<file path="src/rtl/cache_memory_arbiter_pkg.sv">
// Shared types for the cache/memory arbiter: FSM states and master identifiers.
package cache_memory_arbiter_pkg;

    typedef enum logic [1:0] {
        ST_IDLE  = 2'd0,
        ST_ISSUE = 2'd1,
        ST_RESP  = 2'd2
    } state_t;

    typedef enum logic {
        MST_ICACHE = 1'b0,
        MST_DCACHE = 1'b1
    } master_t;

    function automatic master_t other_master(input master_t m);
        return (m == MST_ICACHE) ? MST_DCACHE : MST_ICACHE;
    endfunction

endpackage

</file>
<file path="src/rtl/cache_memory_arbiter_rr_burst_picker.sv">
// Combinational winner select: burst-limited round-robin between I-cache and D-cache.
module rr_burst_picker
    import cache_memory_arbiter_pkg::*;
#(
    parameter int unsigned BURST_BEATS = 4,
    parameter int unsigned CNT_W       = 3
) (
    input  logic             icache_req,
    input  logic             dcache_req,
    input  master_t          last_grant,
    input  logic [CNT_W-1:0] beat_cnt,
    output master_t          winner_c
);

    // beat_cnt==0 only before the first grant after reset: tie goes to D-cache
    always_comb begin
        winner_c = MST_DCACHE;
        if (icache_req && dcache_req) begin
            if (beat_cnt == '0) begin
                winner_c = MST_DCACHE;
            end else if (beat_cnt < CNT_W'(BURST_BEATS)) begin
                winner_c = last_grant;
            end else begin
                winner_c = other_master(last_grant);
            end
        end else if (icache_req) begin
            winner_c = MST_ICACHE;
        end
    end

endmodule

</file>
<file path="src/rtl/cache_memory_arbiter.sv">
// Arbitrates I-cache and D-cache requests onto a single main-memory port,
// one transaction outstanding at a time.
module cache_memory_arbiter
    import cache_memory_arbiter_pkg::*;
#(
    parameter int unsigned ADDR_WIDTH  = 32,
    parameter int unsigned DATA_WIDTH  = 32,
    parameter int unsigned BURST_BEATS = 4
) (
    input  logic                    clk,
    input  logic                    rst_n,
    input  logic [ADDR_WIDTH-1:0]   icache_mem_addr,
    input  logic                    icache_mem_req,
    output logic [DATA_WIDTH-1:0]   icache_mem_rdata,
    output logic                    icache_mem_ready,
    input  logic [ADDR_WIDTH-1:0]   dcache_mem_addr,
    input  logic [DATA_WIDTH-1:0]   dcache_mem_wdata,
    input  logic [DATA_WIDTH/8-1:0] dcache_mem_be,
    input  logic                    dcache_mem_we,
    input  logic                    dcache_mem_req,
    output logic [DATA_WIDTH-1:0]   dcache_mem_rdata,
    output logic                    dcache_mem_ready,
    output logic [ADDR_WIDTH-1:0]   mem_addr,
    output logic [DATA_WIDTH-1:0]   mem_wdata,
    output logic [DATA_WIDTH/8-1:0] mem_be,
    output logic                    mem_we,
    output logic                    mem_req,
    input  logic [DATA_WIDTH-1:0]   mem_rdata,
    input  logic                    mem_ready
);

    localparam int unsigned CNT_W = $clog2(BURST_BEATS + 1);

    state_t           state_q;
    state_t           state_d;
    logic             grant_c;
    logic             capture_c;
    master_t          winner_c;
    master_t          last_grant_q;
    logic [CNT_W-1:0] beat_cnt_q;

    rr_burst_picker #(
        .BURST_BEATS (BURST_BEATS),
        .CNT_W       (CNT_W)
    ) u_picker (
        .icache_req (icache_mem_req),
        .dcache_req (dcache_mem_req),
        .last_grant (last_grant_q),
        .beat_cnt   (beat_cnt_q),
        .winner_c   (winner_c)
    );

    always_ff @(posedge clk or negedge rst_n) begin
        if (!rst_n) begin
            state_q <= ST_IDLE;
        end else begin
            state_q <= state_d;
        end
    end

    // Next state plus grant/capture strobes for the datapath
    always_comb begin
        state_d   = state_q;
        grant_c   = 1'b0;
        capture_c = 1'b0;
        case (state_q)
            ST_IDLE: begin
                if (icache_mem_req || dcache_mem_req) begin
                    grant_c = 1'b1;
                    state_d = ST_ISSUE;
                end
            end
            ST_ISSUE: begin
                if (mem_ready) begin
                    capture_c = 1'b1;
                    state_d   = ST_RESP;
                end
            end
            ST_RESP: state_d = ST_IDLE;
            default: state_d = ST_IDLE;
        endcase
    end

    // Request latch, burst bookkeeping and response capture
    always_ff @(posedge clk or negedge rst_n) begin
        if (!rst_n) begin
            mem_addr         <= '0;
            mem_wdata        <= '0;
            mem_be           <= '0;
            mem_we           <= 1'b0;
            mem_req          <= 1'b0;
            icache_mem_rdata <= '0;
            icache_mem_ready <= 1'b0;
            dcache_mem_rdata <= '0;
            dcache_mem_ready <= 1'b0;
            last_grant_q     <= MST_ICACHE;
            beat_cnt_q       <= '0;
        end else begin
            icache_mem_ready <= 1'b0;
            dcache_mem_ready <= 1'b0;
            if (grant_c) begin
                mem_req      <= 1'b1;
                last_grant_q <= winner_c;
                if (winner_c == MST_DCACHE) begin
                    mem_addr  <= dcache_mem_addr;
                    mem_wdata <= dcache_mem_wdata;
                    mem_be    <= dcache_mem_be;
                    mem_we    <= dcache_mem_we;
                end else begin
                    mem_addr  <= icache_mem_addr;
                    mem_wdata <= '0;
                    mem_be    <= '1;
                    mem_we    <= 1'b0;
                end
                if (winner_c != last_grant_q) begin
                    beat_cnt_q <= CNT_W'(1);
                end else if (beat_cnt_q < CNT_W'(BURST_BEATS)) begin
                    beat_cnt_q <= beat_cnt_q + CNT_W'(1);
                end
            end
            if (capture_c) begin
                mem_req <= 1'b0;
                if (last_grant_q == MST_DCACHE) begin
                    dcache_mem_rdata <= mem_rdata;
                    dcache_mem_ready <= 1'b1;
                end else begin
                    icache_mem_rdata <= mem_rdata;
                    icache_mem_ready <= 1'b1;
                end
            end
        end
    end

endmodule

</file>
<file path="config.mk">
export PLATFORM = sky130hd
export DESIGN_NAME = cache_memory_arbiter
export DESIGN_NICKNAME = d
export VERILOG_FILES = /design/src/rtl/cache_memory_arbiter_pkg.sv /design/src/rtl/cache_memory_arbiter_rr_burst_picker.sv /design/src/rtl/cache_memory_arbiter.sv
export SDC_FILE = /design/constraint.sdc
export NUM_CORES = 1
export LEC_CHECK = 0
export ABC_CLOCK_PERIOD_IN_PS = 4700
export CORE_MARGIN = 2
export CORE_UTILIZATION = 45
export CTS_BUF_LIST = sky130_fd_sc_hd__clkbuf_8
export DETAILED_ROUTE_END_ITERATION = 7
export GPL_ROUTABILITY_DRIVEN = 0
export PLACE_DENSITY = 0.87
export SLEW_MARGIN = 20
export SYNTH_ARGS = -nofsm -noshare
export SYNTH_HDL_FRONTEND = slang
export SYNTH_SLANG_ARGS = --single-unit
</file>
<file path="constraint.sdc">
create_clock -name clk -period 4.7 [get_ports clk]
set_input_delay 0.47 -clock clk [delete_from_list [all_inputs] [get_ports clk]]
set_output_delay 0.47 -clock clk [all_outputs]
set_load 0.01 [all_outputs]
</file>
==> results_dict.tcl <==
set metrics [dict create \
    grt_pass1_wl_um 25300 \
    clockBufferDepth 2 \
    min_period_ps 2270 \
    syn-num-nets 654 \
    worst_pin_slew_ps 950 \
    drt_pass1_iterations 5 \
    vias 4906 \
    drt-initial-drc-count 343 \
    end_kind "register" \
    crit_type "input port to register" \
    cts_buffers 17 \
    final_antenna_net_count 0 \
    antenna_found_initial 1 \
    fp-row-count 41 \
    skew_ps 7.28 \
    status "finished clean" \
    core_um2 12600 \
    portBuffers 273 \
    r2r_start "state_q[1]$_DFFE_PN0P_" \
    die_h_um 117 \
    final_area_um2 9030 \
    placed_area_um2 8580 \
    synth_area_leaders "dfrtp_1 62%, mux2_2 9.2%, nand2_1 7.1%" \
    clock-sinks 142 \
    clk_pin_slew_ps 80 \
    finalHoldViolations 0 \
    grt_use_total_pct 24.3 \
    cts_resized 0 \
    start_util_pct 45.9 \
    leakage_uw 0.00395 \
    r2r_end "icache_mem_rdata[7]$_DFFE_PN0P_" \
    insertedDiodeCount 0 \
    area.growth.synth_to_final_pct 56.5 \
    tns_ps 0 \
    slew_headroom_pct 36.4 \
    period_share_pct 48.3 \
    drv_cap 0 \
    power_density_nw_per_um2 683 \
    hpwl_um 12000 \
    finalNetCount 920 \
    post_cts_buffers 0 \
    cts_root_buffer "clkbuf_8" \
    postSynthAreaPerCell_um2 11.2 \
    synth_edf_count 0 \
    grt_setup_unrepaired "false" \
    synthCells 514 \
    critPathMaxFanout 37 \
    worst_setup_path_start_kind "input port" \
    synth_flop_cell "dfrtp_1" \
    pin_count 274 \
    setup_viol 0 \
    yosysWarnings 0 \
    routedWlPerCell_um 17.2 \
    holdBufCountCts 0 \
    dieArea_um2 13800 \
    reg2reg_depth 4 \
    synth_top_area_share_pct 61.6 \
    drv_slew 0 \
    synthArstFlopShare_pct 100 \
    totalWireLength_um 16600 \
    synthesis.area_um2 5770 \
    min_path_type "input port to async pin" \
    drc_errors 0 \
    synth_top_area_cell "dfrtp_1" \
    yosysUniqueCellTypes 32 \
    clkLatencyLatePin_ps 450 \
    fmax_ghz 0.441 \
    r2r_slack_ps 2470 \
    ys_ff_latch 142 \
    cp.required_ps 5080 \
    crit_arrival_ps 2650 \
    cts_max_level 4 \
    die_w_um 117 \
    grt_max_degree 101 \
    grt_pass1_vias 5238 \
    grt-ovfl-total 0 \
    vias_per_cell 5.08 \
    cts_tree "built" \
    drive_gt1_share_pct 12.5 \
    ys_seq_area_share_pct 61.6 \
    vdd_drop_max_uv 389 \
]
-- layout make-up --
type | count | area [um2]
tap | 172 | 215
timing repair buffer | 280 | 2800
inverter | 6 | 22.5
multi-input combinational | 333 | 2000
clock inverter | 14 | 191
clock buffer | 18 | 248
fill | 863 | 3530
sequential | 142 | 3550
-- stage by stage --
stage | setup WS (ps) | total power (uW) | util, % | instances | hold slack, ps
floorplan | 3190 | 3480 | - | 514 | 174
global placement | 1890 | 4990 | 68.3 | 932 | 448
detailed placement | 1770 | 5140 | 68.3 | 932 | 455
CTS | 2280 | 6220 | 71.8 | 964 | 132
global route | 2310 | 6550 | 71.9 | 965 | 176
finish | 2430 | 6170 | 71.9 | 965 | 97.4
-- Yosys cell counts, types with 2 or more instances --
cell      number
inv_1          4
nand3_1       33
ha_1           2
a21oi_1       66
o21ai_0        6
dfrtp_1      142
nand2_1      109
buf_6          7
mux2_1        17
buf_2         10
a21oi_2        2
buf_4          8
clkbuf_1       8
nor2_1        35
inv_2          2
mux2_2        47
-- cells by family after synthesis --
family	share of synthesized area, %
multiplexers	12.7
AND/OR/NAND/NOR	13.4
buffers and inverters	4.18
flip-flops	61.6
AO/OA/AOI/OAI	7.80
adder cells (fa/ha/maj)	0.433
-- layer usage --
layer	global-route usage, %	up-vias	part of all wire [%]
li1	-	2256	-
met4	12.9	0	3.6
met5	0	-	0
met3	8.44	52	8.4
met1	25.3	2371	36
met2	43.1	227	52
-- where the power goes --
group          switching (uW)  leakage (uW)  internal (uW)
logic                    1300       0.00204           1600
registers                 363       0.00170           1840
clock network             473      0.000217            592
total                    2140       0.00395           4030
-- cell usage in the layout, fill, tap and decap left out, drive strengths merged, types with 3 or more instances in the layout --
cell           synthesis  final
clkdlybuf4s50          0    272
dfrtp                142    142
nand2                110    110
a21oi                 68     68
mux2                  64     64
nor2                  36     36
nand3                 33     33
clkbuf                 8     18
inv                    6      9
buf                   25      8
o21ai                  7      7
bufinv                 0      4
clkinv                 0      4
clkinvlp               0      3
nor3                   3      3
-- worst max-delay path by stage --
| stage | startpoint | end | slack, ps | cells after the start |
|---|---|---|---|---|
| 6_report | icache_mem_req | mem_addr[30]$_DFFE_PN0P_ | 2430 | 5 |
| 5_1_grt | icache_mem_req | mem_addr[30]$_DFFE_PN0P_ | 2310 | 5 |
| 4_1_cts | icache_mem_req | beat_cnt_q[1]$_DFFE_PN0P_ | 2280 | 6 |
| 3_5_place_dp | icache_mem_req | beat_cnt_q[1]$_DFFE_PN0P_ | 1770 | 6 |
| 3_3_place_gp | icache_mem_req | beat_cnt_q[1]$_DFFE_PN0P_ | 1890 | 6 |
| 2_1_floorplan | beat_cnt_q[0]$_DFFE_PN0P_ | mem_addr[17]$_DFFE_PN0P_ | 3190 | 8 |
-- critical path, cell delays in order --
cell             delay, ps
clkdlybuf4s50_1        580
o21ai_4                830
buf_4                  500
a21oi_1                 70
a21oi_1                160
-- registers in the layout (all words and copies together), names as in the netlist --
| signal | flops |
|---|---|
| state_q | 2 |
| icache_mem_ready | 1 |
| mem_addr | 32 |
| mem_we | 1 |
| beat_cnt_q | 3 |
| mem_req | 1 |
| dcache_mem_rdata | 32 |
| last_grant_q | 1 |
| icache_mem_rdata | 32 |
| dcache_mem_ready | 1 |
| mem_wdata | 32 |
| mem_be | 4 |
No activity file was read; power rests on OpenSTA's default activity.
